==> config.mk <==
export PLATFORM = sky130hd
export DESIGN_NAME = fxp_divider
export DESIGN_NICKNAME = d
export VERILOG_FILES = /design/src/rtl/fxp_divider.sv
export SDC_FILE = /design/constraint.sdc
export NUM_CORES = 1
export LEC_CHECK = 0
export BUFFER_PORTS_ARGS = -buffer_cell sky130_fd_sc_hd__buf_4
export CAP_MARGIN = 20
export CORE_MARGIN = 1
export CORE_UTILIZATION = 50
export DETAILED_ROUTE_END_ITERATION = 10
export PLACE_DENSITY = 0.72
export SKIP_LAST_GASP = 1
export SYNTH_ARGS = -nofsm -noshare
export SYNTH_HDL_FRONTEND = slang
export SYNTH_SLANG_ARGS = --single-unit
==> constraint.sdc <==
create_clock -name clk -period 4.72 [get_ports clk]
set_input_delay 0.236 -clock clk [delete_from_list [all_inputs] [get_ports clk]]
set_output_delay 0.236 -clock clk [all_outputs]
set_load 0.02 [all_outputs]
==> src/rtl/fxp_divider.sv <==
// Sequential fixed-point divider: (dividend * 2^FRAC) / divisor, restoring,
// one quotient bit per cycle, unsigned or two's complement per transaction.
//
// Handshakes: a transfer happens on a rising clk edge where valid && ready are
// both high. in_ready is high only in IDLE; out_valid is high only in DONE, and
// the results stay stable until the cycle where out_ready accepts them.
module fxp_divider #(
  parameter int WIDTH = 32,
  parameter int FRAC  = 16
) (
  input  logic             clk,
  input  logic             resetn,
  input  logic             in_valid,
  output logic             in_ready,
  input  logic             in_sign,
  input  logic [WIDTH-1:0] dividend,
  input  logic [WIDTH-1:0] divisor,
  output logic             out_valid,
  input  logic             out_ready,
  output logic [WIDTH-1:0] quotient,
  output logic [WIDTH-1:0] remainder,
  output logic             div_by_zero,
  output logic             overflow
);
  localparam int N  = WIDTH + FRAC;
  localparam int CW = $clog2(N + 1);

  localparam logic [WIDTH-1:0] S_MAX = {1'b0, {(WIDTH-1){1'b1}}};
  localparam logic [WIDTH-1:0] S_MIN = {1'b1, {(WIDTH-1){1'b0}}};
  localparam logic [N:0]       ONE_X = 1;
  localparam logic [N:0]       U_LIM = (ONE_X << WIDTH) - ONE_X;
  localparam logic [N:0]       P_LIM = (ONE_X << (WIDTH - 1)) - ONE_X;
  localparam logic [N:0]       M_LIM = ONE_X << (WIDTH - 1);

  typedef enum logic [1:0] {IDLE, CALC, DONE} state_t;
  state_t state, state_next;

  logic [CW-1:0]    count;
  logic [N-1:0]     acc;      // shifted dividend magnitude in, quotient bits out
  logic [N-1:0]     prem;     // partial remainder
  logic [WIDTH-1:0] dvs_mag;
  logic             sign_r, res_neg, dvd_neg;

  logic             dvd_neg_in, dvs_neg_in;
  logic [WIDTH-1:0] dvd_mag_in, dvs_mag_in, dz_quot;
  logic [N:0]       shifted;
  logic [N-1:0]     dvs_ext, prem_next, q_full;
  logic             ge;
  logic [N:0]       lim;
  logic             ovf;
  logic [WIDTH-1:0] sat, q_low, q_val, r_low, r_val;

  assign in_ready  = (state == IDLE);
  assign out_valid = (state == DONE);

  assign dvd_neg_in = in_sign & dividend[WIDTH-1];
  assign dvs_neg_in = in_sign & divisor[WIDTH-1];
  assign dvd_mag_in = dvd_neg_in ? (~dividend + 1'b1) : dividend;
  assign dvs_mag_in = dvs_neg_in ? (~divisor + 1'b1) : divisor;
  assign dz_quot    = !in_sign ? {WIDTH{1'b1}} : (dividend[WIDTH-1] ? S_MIN : S_MAX);

  // One restoring step; the remainder always stays below the divisor magnitude.
  assign dvs_ext   = N'(dvs_mag);
  assign shifted   = {prem, acc[N-1]};
  assign ge        = shifted >= {1'b0, dvs_ext};
  assign prem_next = ge ? (shifted[N-1:0] - dvs_ext) : shifted[N-1:0];
  assign q_full    = {acc[N-2:0], ge};

  assign lim   = !sign_r ? U_LIM : (res_neg ? M_LIM : P_LIM);
  assign ovf   = {1'b0, q_full} > lim;
  assign sat   = !sign_r ? {WIDTH{1'b1}} : (res_neg ? S_MIN : S_MAX);
  assign q_low = q_full[WIDTH-1:0];
  assign q_val = res_neg ? (~q_low + 1'b1) : q_low;
  assign r_low = prem_next[WIDTH-1:0];
  assign r_val = dvd_neg ? (~r_low + 1'b1) : r_low;

  always_ff @(posedge clk) begin
    if (!resetn) state <= IDLE;
    else         state <= state_next;
  end

  always_comb begin
    state_next = state;
    case (state)
      IDLE: if (in_valid) state_next = (divisor == '0) ? DONE : CALC;
      CALC: if (count == CW'(1)) state_next = DONE;
      DONE: if (out_ready) state_next = IDLE;
      default: state_next = IDLE;
    endcase
  end

  always_ff @(posedge clk) begin
    if (!resetn) begin
      count       <= '0;
      acc         <= '0;
      prem        <= '0;
      dvs_mag     <= '0;
      sign_r      <= 1'b0;
      res_neg     <= 1'b0;
      dvd_neg     <= 1'b0;
      quotient    <= '0;
      remainder   <= '0;
      div_by_zero <= 1'b0;
      overflow    <= 1'b0;
    end else begin
      case (state)
        IDLE: begin
          if (in_valid) begin
            sign_r  <= in_sign;
            res_neg <= in_sign & (dividend[WIDTH-1] ^ divisor[WIDTH-1]);
            dvd_neg <= dvd_neg_in;
            dvs_mag <= dvs_mag_in;
            acc     <= N'(dvd_mag_in) << FRAC;
            prem    <= '0;
            count   <= CW'(N);
            if (divisor == '0) begin
              quotient    <= dz_quot;
              remainder   <= dividend;
              div_by_zero <= 1'b1;
              overflow    <= 1'b0;
            end
          end
        end
        CALC: begin
          acc   <= q_full;
          prem  <= prem_next;
          count <= count - CW'(1);
          if (count == CW'(1)) begin
            quotient    <= ovf ? sat : q_val;
            remainder   <= r_val;
            div_by_zero <= 1'b0;
            overflow    <= ovf;
          end
        end
        default: ;
      endcase
    end
  end
endmodule

* After elaboration in Yosys (flattened, before gate mapping)
Cells that the tools add are included.
Storage, ports and cells: memory bits (writable) 0, output and inout bits 68, ROM bits 0, flip-flop bits (word level) 205, bits in latches 0, logic and storage cells 81, memories 0
Cells by class: mux-type cells 39, reduce and logical (&&, ||, !) cells 7, add/sub/neg operators 6, equality and inequality tests 7, magnitude comparators 2, bitwise operators 8, div/mod/pow operators 0, $mul 0, shift-type cells 0
Operators by type and width (number):
- two-way mux 32 bit | 17
- case mux 48 bit (2 select lines) | 2
- two-way mux 48 bit | 3
- adder 32 x 1 -> 32 bit, second input constant | 4
- inverter 32 bit | 4
- case mux 32 bit (2 select lines) | 2
- greater-or-equal comparator 49 x 32 -> 1 bit | 1
- greater-than comparator 48 x 32 -> 1 bit | 1
- subtractor 48 x 32 -> 48 bit | 1
- zero test 32 bit | 1
- case mux 6 bit (2 select lines) | 1
- two-way mux 2 bit | 4
- == test 6 x 1 -> 1 bit, second input constant | 1
- two-way mux 1 bit | 6
- two-way mux 6 bit | 1
- case mux 2 bit (3 select lines) | 1
- subtractor 6 x 1 -> 6 bit, second input constant | 1
- != test 2 x 1 -> 1 bit, second input constant | 2
- != test 2 bit, second input constant | 2
- case mux 1 bit (2 select lines) | 2
- AND reduction 2 bit | 2
- AND reduction 4 bit | 1
- bitwise AND 1 bit | 3
- AND reduction 3 bit | 1
- 5 further kinds | 5

* Logic depth before layout (Yosys ltp)
Gate-level depths: netlist (run 1).
depth after elaboration 7, gate-level depth with buffers 26

* Least setup slack after synthesis (run 1)
Ideal clock, no wire load.
path type reg2reg, start reg dvs_mag[10], end reg quotient[31], buffers on the path 4, data arrival time 4.610 ns, slack -0.008 ns, clock period less this slack 4.728 ns, stages on the path, launching flop included 26, setup time 0.117 ns, path through dfxtp_1 inv_1 ha_1 buf_6 a21o_1 a221o_1 a21oi_4 a31oi_2 or3_4 inv_2 buf_4 buf_6 clkbuf_1 ha_1 nor2b_1 o21a_1 o21a_1 o21ai_0 nand2b_1 a21oi_1 o221ai_1 a2bb2oi_1 nor2_1 a2111oi_0 a31oi_1 a32o_1
Between the ends: longest elaborated chain between the ends 7, elaborated cells on any way between the ends 8, those cells by class add/sub (1); order compare (2); mux (4); bitwise (1)
Ends and longest elaborated chain:
- start, declared | RTL line 41 | logic [WIDTH-1:0] dvs_mag;
- start signal, assigned | RTL line 112 | dvs_mag <= dvs_mag_in;
- greater-or-equal comparator 49 x 32 -> 1 bit (*) | RTL line 65 | assign ge = shifted >= {1'b0, dvs_ext};
- inverter 32 bit | RTL line 73 | assign q_val = res_neg ? (~q_low + 1'b1) : q_low;
- adder 32 x 1 -> 32 bit | RTL line 73
- two-way mux 32 bit | RTL line 73
- two-way mux 32 bit (*) | RTL line 129 | quotient <= ovf ? sat : q_val;
- two-way mux 32 bit (*) | RTL line 128 | if (count == CW'(1)) begin
- case mux 32 bit (2 select lines) (*) | RTL line 106 | case (state)
- end signal, assigned | RTL line 117 | quotient <= dz_quot;
- end signal, assigned | RTL line 129
- end, declared | RTL line 20 | output logic [WIDTH-1:0] quotient,
Mark *: on every way between the ends. The rest lies on a longest branch, timed or not. The select of a mux whose other input is x is not followed. A chain may end at the register's enable or synchronous reset.

* Worst setup path after layout (run 1)
start reg prem[11], end reg quotient[19]
Between the ends: longest elaborated chain between the ends 7, elaborated cells on any way between the ends 8, those cells by class add/sub (1); order compare (2); mux (4); bitwise (1)
Ends and longest elaborated chain:
- start, declared | RTL line 40 | logic [N-1:0] prem;
- start signal, assigned | RTL line 126 | prem <= prem_next;
- greater-or-equal comparator 49 x 32 -> 1 bit (*) | RTL line 65
- inverter 32 bit | RTL line 73
- adder 32 x 1 -> 32 bit | RTL line 73
- two-way mux 32 bit | RTL line 73
- two-way mux 32 bit (*) | RTL line 129
- two-way mux 32 bit (*) | RTL line 128
- case mux 32 bit (2 select lines) (*) | RTL line 106
Marked as above.

==> flow_summary.yaml, run 1 <==
critical_path:
  worstPathArrival_ns: 4.77
  cp_data_required_time_ns: 5.12
  reg2regPathDepth: 21
  cp_max_fo: 13
  cp-start-kind: "flip-flop"
  endpoint_kind: "flip-flop"
  path_class: "reg -> reg"
layout:
  fillers: 2592
  drive_gt1_frac: 0.134
  final_common_cell: "a21oi_1"
  final_cell_mix: "a21oi_1, nor2_1, dfxtp_1"
  area_delta_synth_final_pct: 16.7
  layout.cells.non_filler: 2362
  nets: 2106
  antennaDiodeCount: 0
synthesis:
  avgSynthCellArea_um2: 7.58
  ys.flop_type: "dfxtp_1"
  synth-seq-area-share: 0.290
  async_flop_share: 0
  yosys.area.top_type: "dfxtp_1"
  synth-seq-cells: 205
  synth.area.top_cells: "dfxtp_1, a21oi_1, ha_1, nor2_1, xor2_1"
  netlist_area_um2: 14100
  postSynthNetCount: 2006
  synth.distinct_cells: 94
  yosysTopAreaCellShare: 0.290
  ys_warn_count: 0
  synth_enable_flop_cells: 0
  syn_inst: 1866
grt:
  grt_pass1_vias: 13008
  grt_usage: 0.311
  grt_pass1_wl_um: 71300
  antenna_found_initial: 0
  grt-ovfl-total: 0
  grt_max_degree: 102
clock_tree:
  worstSkewPairLatency_ns: 0.55
  htreeDepth: 1
  clockBufferDepth: 3
  clock_sinks: 205
  clk_pin_slew_ns: 0.06
  cts_tree: "built"
  cts-buffers-inserted: 25
  clockRootBuffer: "clkbuf_16"
drt:
  vias: 14410
  drc: 0
  dr.pass1.iters: 6
  wl_per_cell_um: 19.5
  viasPerCell: 6.10
  detail-route-antenna-nets: 0
  drt-initial-drc-count: 1510
  routed_wl_um: 46000
timing:
  worst_pin_slew_ns: 1.16
  post-route-min-period_ns: 4.37
  tns_ns: 0
  skew_ns: 0.0270
  fmax_ghz: 0.229
  final-hold-violation-count: 0
  finalCritPeriodShare: 0.926
  setup_viol: 0
  rsz0062_at_grt: "true"
  max_slew_margin: 0.230
  setup_ws_ns: 0.351
  hold_ws_ns: 0.00372
  slew_violations: 0
run_status:
  status: "completed"
floorplan:
  fp.dieH_um: 170
  std_cell_rows: 61
  ios: 137
  initial_core_util: 0.509
  design.die.area_um2: 29000
  core_um2: 27800
  chipWidth_um: 170
power:
  power_leakage_nw: 6.75
  finalPower_mw: 11.4
  max-vdd-ir-drop_v: 0.000422
  p_per_area_nw_per_um2: 692
place:
  dp_hpwl_um: 34000
  place_congestion: 0.977
  post-place-ws_ns: 0.340
  portBuffers: 136
  placed_cells: 2307
job:
  max_cap_viol_count: 0
worst_hold_path:
  hold_depth: 3
  min_path_type: "in -> reg"
==> report_power, final <==
group          switching, mW  internal, mW  total (mW)
combinational           4.57          2.77        7.34
sequential             0.248          1.94        2.19
clock                  0.801          1.10        1.90
==> layer usage <==
metal  GRT usage  routed length (um)
met5           0                   0
met4      0.0987                1320
met3      0.0460                3660
met2       0.483               20200
met1       0.439               20800
==> what timing repair did <==
| action | CTS | global route |
|---|---|---|
| hold endpoints to repair | 7 | 0 |
| setup endpoints to repair | 0 | 26 |
| resized for setup | 0 | 3 |
| setup buffers | 0 | 1 |
| hold buffers | 7 | 0 |
==> sequential cells by signal, indices dropped and copies added (netlist names), 2 cells and up <==
| register | count |
|---|---|
| acc | 48 |
| count | 6 |
| dvs_mag | 32 |
| prem | 48 |
| quotient | 32 |
| remainder | 32 |
| state | 2 |
==> synthesized netlist by cell type, types with 28 or more instances <==
cell / n
a21oi_1: 213
nor2_1: 210
dfxtp_1: 205
nand2_1: 170
clkbuf_1: 96
a22oi_1: 83
xor2_1: 79
o21ai_0: 75
ha_1: 70
xnor2_1: 68
a211oi_1: 60
inv_1: 58
nor3_1: 40
nand3_1: 35
nor4_1: 28
==> path summary, 6_finish.rpt <==
path          startpoint           end  slack, ns
min          divisor[29]   dvs_mag[29]      0.004
min reg2reg  dvs_mag[18]   dvs_mag[18]       0.45
max             prem[11]  quotient[19]       0.35
max reg2reg     prem[11]  quotient[19]       0.35
==> final cells by class <==
class,count,area [um^2],share of cell area
Tap cell,378,473,0.0286
Multi-Input combinational cell,1478,9340,0.566
Clock buffer,35,743,0.0450
Inverter,61,234,0.0142
Timing Repair Buffer,195,1550,0.0939
Clock inverter,10,70.1,0.00424
Sequential cell,205,4100,0.248
==> cell families (layout without fill, tap and decap cells) <==
group	after synthesis	in the layout	synth area share
simple gates	643	643	0.217
compound gates	603	603	0.276
flops	205	205	0.290
buf+inv	183	301	0.0529
xor+xnor	147	147	0.0910
fa+ha+maj	71	71	0.0633
mux	14	14	0.00999
==> critical path, cell delays in order (launching register included) <==
cell       delay (ns)
dfxtp_1          0.35
ha_1             0.42
and2_1           0.27
a221o_1          0.38
a21oi_4          0.21
a31oi_2          0.14
or3_4            0.39
inv_2            0.10
ha_1             0.14
nor2b_1          0.04
o21a_1           0.16
o21a_1           0.16
o21ai_0          0.15
nand2b_1         0.08
a21oi_1          0.15
o221ai_1         0.14
a2bb2oi_2        0.24
buf_4            0.16
buf_4            0.20
a21oi_1          0.09
a211oi_1         0.22
nor2_1           0.06
==> metrics by stage <==
step | util | area, um^2
6_report | 0.594 | 16500
5_1_grt | 0.594 | 16500
4_1_cts | 0.592 | 16500
3_5_place_dp | 0.560 | 15600
3_3_place_gp | 0.560 | 15600
2_1_floorplan | - | 14200
Power figures use the tool's default switching activity.
==> inputs of run 2 (changes only) <==
--- a/config.mk
+++ b/config.mk
@@ -10,6 +10,7 @@
 export CORE_MARGIN = 1
 export CORE_UTILIZATION = 50
 export DETAILED_ROUTE_END_ITERATION = 10
+export MAX_ROUTING_LAYER = met4
 export PLACE_DENSITY = 0.72
 export SKIP_LAST_GASP = 1
 export SYNTH_ARGS = -nofsm -noshare
==> run 2 against run 1 <==
Compared with the run above: routed wire length grew 0.39%; first-iteration DRC count shrank 10%; critical endpoint is now quotient[31]; sequential share of layout area shrank 0.22 points; combinational power grew 1%; critical path depth is the same; critical path type unchanged; non-clock buffer count grew 11; global-route usage grew 1.2 points.
==> flow_summary.yaml, run 2 (same netlist as run 1, synthesis figures left out) <==
drt:
  detail-route-antenna-nets: 0
  routed_wl_um: 46200
  drt-initial-drc-count: 1354
  wl_per_cell_um: 19.5
  dr.pass1.iters: 6
  drc: 0
  vias: 14563
  viasPerCell: 6.14
critical_path:
  path_class: "reg -> reg"
  cp_data_required_time_ns: 5.16
  r2r-end: "quotient[31]"
  endpoint_kind: "flip-flop"
  reg2reg_setup_slack_ns: 0.25
  worstPathArrival_ns: 4.90
  cp-start-kind: "flip-flop"
  reg2regPathDepth: 21
  rr_startpoint: "prem[12]"
  cp_max_fo: 9
timing:
  max_slew_margin: 0.357
  finalCritPeriodShare: 0.946
  worst_pin_slew_ns: 0.964
  tns_ns: 0
  post-route-min-period_ns: 4.47
  final-hold-violation-count: 0
  setup_viol: 0
  fmax_ghz: 0.224
  slew_violations: 0
  skew_ns: 0.0201
grt:
  grt.busiest_layer: "met2"
  met1_usage: 0.440
  grt_usage: 0.323
  grt_max_degree: 114
  grt_pass1_vias: 13070
  grt_pass1_wl_um: 71800
  met3_usage: 0.0474
  grt-ovfl-total: 0
  antenna_found_initial: 0
  grt_use_met2: 0.479
floorplan:
  design.die.area_um2: 29000
  core_um2: 27800
  ios: 137
  chipWidth_um: 170
  initial_core_util: 0.509
  fp.dieH_um: 170
  std_cell_rows: 61
place:
  place_congestion: 0.962
  portBuffers: 136
  dp_hpwl_um: 34100
  placed_cells: 2310
worst_hold_path:
  min_to: "remainder[13]"
  hold_depth: 3
  min_from: "dividend[13]"
  min_path_type: "in -> reg"
clock_tree:
  worstSkewPairLatency_ns: 0.56
  clockRootBuffer: "clkbuf_16"
  clockBufferDepth: 3
  clock_sinks: 205
  htreeDepth: 1
  cts-buffers-inserted: 26
  clk_pin_slew_ns: 0.06
  cts_tree: "built"
layout:
  antennaDiodeCount: 0
  area_delta_synth_final_pct: 17.8
  nets: 2118
  largest_registers: "acc x48, prem x48"
  fillers: 2611
  drive_gt1_frac: 0.136
  layout.cells.non_filler: 2373
  final_common_cell: "a21oi_1"
  final_cell_mix: "a21oi_1, nor2_1, dfxtp_1"
job:
  max_cap_viol_count: 0
run_status:
  status: "completed"
power:
  power_leakage_nw: 6.83
  p_per_area_nw_per_um2: 704
  max-vdd-ir-drop_v: 0.000575
run 2: worst max-delay path, stage by stage, from the launching register on:
cell and delay [ns]:
dfxtp_1 0.52, ha_1 0.32, buf_4 0.18, and4_1 0.26
nand4_1 0.13, o21a_1 0.20, a31oi_2 0.13, or3_4 0.38
inv_2 0.13, ha_1 0.16, nor2b_1 0.04, o21a_1 0.17
o21a_1 0.16, o21ai_0 0.13, nand2b_1 0.08, a21oi_1 0.15
o221ai_1 0.14, a2bb2oi_2 0.30, nor2_1 0.07, a2111oi_1 0.39
a31oi_1 0.07, a32o_1 0.24
run 2: layer usage:
layer | share of wire | up-vias | wire length [um]
li1 | - | 7012 | -
met1 | 0.45 | 6872 | 21000
met2 | 0.43 | 567 | 20100
met3 | 0.071 | 112 | 3280
met4 | 0.039 | 0 | 1820
met5 | 0 | - | 0
run 2: stage by stage:
stage | hold slack [ns] | worst slack [ns] | util | cell area (um^2) | power [mW]
2_1_floorplan | 0.372 | 0.0810 | - | 14200 | 7.26
3_3_place_gp | 0.446 | 0.377 | 0.561 | 15600 | 9.37
3_5_place_dp | 0.456 | 0.298 | 0.561 | 15600 | 9.42
4_1_cts | 0.00392 | 0.257 | 0.598 | 16600 | 11.5
5_1_grt | 0.0181 | -0.0317 | 0.600 | 16700 | 12.5
6_report | 0.0171 | 0.254 | 0.600 | 16700 | 11.7
run 2: timing repair:
item / CTS / global route
gates resized for setup: 0 / 6
endpoints found under the setup margin: 0 / 14
buffers inserted: 0 / 2
hold buffers: 15 / 0
endpoints found under the hold margin: 17 / 0
run 2: area by class of cell:
class | instances | area, um^2 | area share
well taps | 378 | 473 | 0.0284
multi-input cells | 1478 | 9350 | 0.561
clock inverters | 10 | 139 | 0.00833
repair buffers | 206 | 1620 | 0.0970
clock buffers | 35 | 754 | 0.0453
inverters | 61 | 234 | 0.0140
flip-flops and latches | 205 | 4110 | 0.246
run 2: worst max-delay path by stage:
| stage | start | to | cells after the start |
|---|---|---|---|
| 2_1_floorplan | dvs_mag[10] | quotient[31] | 25 |
| 3_3_place_gp | prem[11] | quotient[31] | 20 |
| 3_5_place_dp | prem[11] | quotient[31] | 20 |
| 4_1_cts | prem[11] | quotient[31] | 20 |
| 5_1_grt | prem[3] | quotient[31] | 20 |
| 6_report | prem[12] | quotient[31] | 21 |
run 2: power by group:
group | internal [mW] | total [mW] | switching [mW] | leakage, nW
sequential | 1.94 | 2.19 | 0.254 | 1.67
clock | 1.28 | 2.09 | 0.816 | 0.442
combinational | 2.82 | 7.45 | 4.63 | 4.71
==> inputs of run 3 (changes only) <==
--- a/config.mk
+++ b/config.mk
@@ -13,6 +13,7 @@
 export MAX_ROUTING_LAYER = met4
 export PLACE_DENSITY = 0.72
 export SKIP_LAST_GASP = 1
+export SLEW_MARGIN = 20
 export SYNTH_ARGS = -nofsm -noshare
 export SYNTH_HDL_FRONTEND = slang
 export SYNTH_SLANG_ARGS = --single-unit
==> constraint.sdc (replaced) <==
create_clock -name clk -period 3.9 [get_ports clk]
set_input_delay 0.195 -clock clk [delete_from_list [all_inputs] [get_ports clk]]
set_output_delay 0.195 -clock clk [all_outputs]
set_load 0.02 [all_outputs]
==> run 3 against run 2 <==
Compared with the run above: the run now ends with negative setup slack left; first-iteration DRC count decreased by 0.22%; sequential share of layout area decreased by 2.7 points; total power increased by 41%; combinational power increased by 56%; clock skew decreased by 0.010 ns; count of clock-buffer cells in the layout increased by 2; critical endpoint is now quotient[19]; via count increased by 7.3%; highest routed layer unchanged; clock power increased by 12%.
==> flow_summary.yaml, run 3 (same netlist as run 1, synthesis figures left out) <==
timing:
  final-hold-violation-count: 0
  finalCritPeriodShare: 1.04
  setup_ws_ns: -0.167
  post-route-min-period_ns: 4.07
  rsz0062_at_grt: "true"
  max_slew_margin: 0.325
  fmax_ghz: 0.246
  setup_viol: 34
  tns_ns: -2.72
  worst_pin_slew_ns: 1.01
  slew_violations: 0
  skew_ns: 0.00972
drt:
  vias: 15632
  drt-initial-drc-count: 1351
  drc: 0
  detail-route-antenna-nets: 0
  viasPerCell: 6.10
  routed_wl_um: 50900
  wl_per_cell_um: 19.9
  dr.pass1.iters: 6
floorplan:
  core_um2: 27800
  fp.dieH_um: 170
  design.die.area_um2: 29000
  chipWidth_um: 170
  initial_core_util: 0.509
  std_cell_rows: 61
  ios: 137
power:
  p_per_area_nw_per_um2: 884
  power_leakage_nw: 7.81
  max-vdd-ir-drop_v: 0.000563
clock_tree:
  clockBufferDepth: 3
  clk_pin_slew_ns: 0.06
  worstSkewPairLatency_ns: 0.53
  clockRootBuffer: "clkbuf_16"
  cts_tree: "built"
  clock_sinks: 205
  htreeDepth: 1
  cts-buffers-inserted: 25
critical_path:
  cp_max_fo: 8
  cp-start-kind: "flip-flop"
  cp_data_required_time_ns: 4.31
  worstPathArrival_ns: 4.47
  path_class: "reg -> reg"
  endpoint_kind: "flip-flop"
run_status:
  status: "finished, violations left"
  violations: "negative setup slack"
grt:
  grt-ovfl-total: 0
  antenna_found_initial: 0
  grt_usage: 0.347
  grt_pass1_wl_um: 77400
  grt_pass1_vias: 14679
  grt_max_degree: 81
layout:
  drive_gt1_frac: 0.249
  nets: 2306
  multi_input_area_um2: 9950
  largest_registers: "acc x48, prem x48"
  regArea_um2: 4120
  final_common_cell: "buf_4"
  fillers: 2336
  antennaDiodeCount: 0
  area_delta_synth_final_pct: 32.6
  final_cell_mix: "buf_4, nor2_1, a21oi_1, dfxtp_1, nand2_1"
  final_util: 0.675
worst_hold_path:
  min_path_type: "in -> reg"
job:
  max_cap_viol_count: 0
place:
  place_congestion: 1.04
  dp_hpwl_um: 37700
  portBuffers: 136
  post-place-ws_ns: -0.137
-- run 3: cell count changes in the layout (fill, tap and decap cells not counted), sizes merged --
cell         delta
inv             +1
clkinv          -3
dlygate4sd3    +13
clkbuf          +4
bufinv          -1
buf           +174
-- run 3: report_power, final --
group / total [mW] / switching [mW] / leakage [nW] / internal [mW]
sequential: 2.60 / 0.248 / 1.68 / 2.35
combinational: 11.6 / 6.44 / 5.74 / 5.19
clock: 2.35 / 0.943 / 0.397 / 1.40
-- run 3: area by class of cell --
cell class / instances / share of cell area
Clock buffer: 37 / 0.0384
Clock inverter: 7 / 0.00487
Inverter: 61 / 0.0126
Multi-Input combinational cell: 1478 / 0.530
Sequential cell: 205 / 0.220
Tap cell: 378 / 0.0252
Timing Repair Buffer: 395 / 0.169
-- run 3: metrics by stage --
stage	power, mW	area [um^2]	hold slack, ns	std cells
final	16.6	18800	0.0148	2561
after global routing	17.5	18800	0.0176	2561
after CTS	15.8	18100	0.000872	2546
after detailed placement	13.2	16900	0.447	2471
after global placement	13.2	16900	0.442	2471
after floorplan	9.03	14300	0.331	1866
-- run 3: per-layer routing --
metal / GRT usage / wire length [um] / vias up
met5: - / 0 / -
met4: 0.180 / 2920 / 0
met3: 0.0481 / 3130 / 178
met2: 0.600 / 25100 / 657
met1: 0.390 / 19800 / 7413
li1: - / - / 7384
-- run 3: path summary, 6_finish.rpt --
| check | from | endpoint | slack [ns] | cells after the start |
|---|---|---|---|---|
| setup reg to reg | dvs_mag[20] | quotient[19] | -0.17 | 24 |
| setup / recovery | dvs_mag[20] | quotient[19] | -0.17 | 24 |
| hold / removal | divisor[8] | dvs_mag[8] | 0.01 | 3 |
| hold reg to reg | dvs_mag[18] | dvs_mag[18] | 0.46 | 2 |
-- run 3: worst max-delay path, cell delays in order, from the launching register on --
cell and delay, ns:
dfxtp_2 0.33, inv_2 0.04, ha_4 0.27, buf_6 0.11
nand4_1 0.16, nor4_2 0.35, nand4_1 0.21, nand4bb_1 0.19
or3_4 0.17, inv_4 0.05, ha_4 0.14, nor2b_1 0.10
o21a_1 0.11, o21a_1 0.10, o21ai_1 0.06, nand2b_1 0.09
a21oi_2 0.06, o221ai_2 0.25, a2bb2oi_4 0.13, buf_6 0.15
o21ai_4 0.28, clkbuf_16 0.23, a21oi_1 0.05, a211oi_1 0.24
nor2_1 0.06
-- run 3: timing repair --
item / in CTS / in global routing
gates cloned: 0 / 3
endpoints found under the hold margin: 31 / 0
pin swaps: 7 / 63
buffers inserted: 3 / 13
resized for setup: 18 / 103
setup endpoints to repair: 37 / 58
hold buffers: 28 / 0
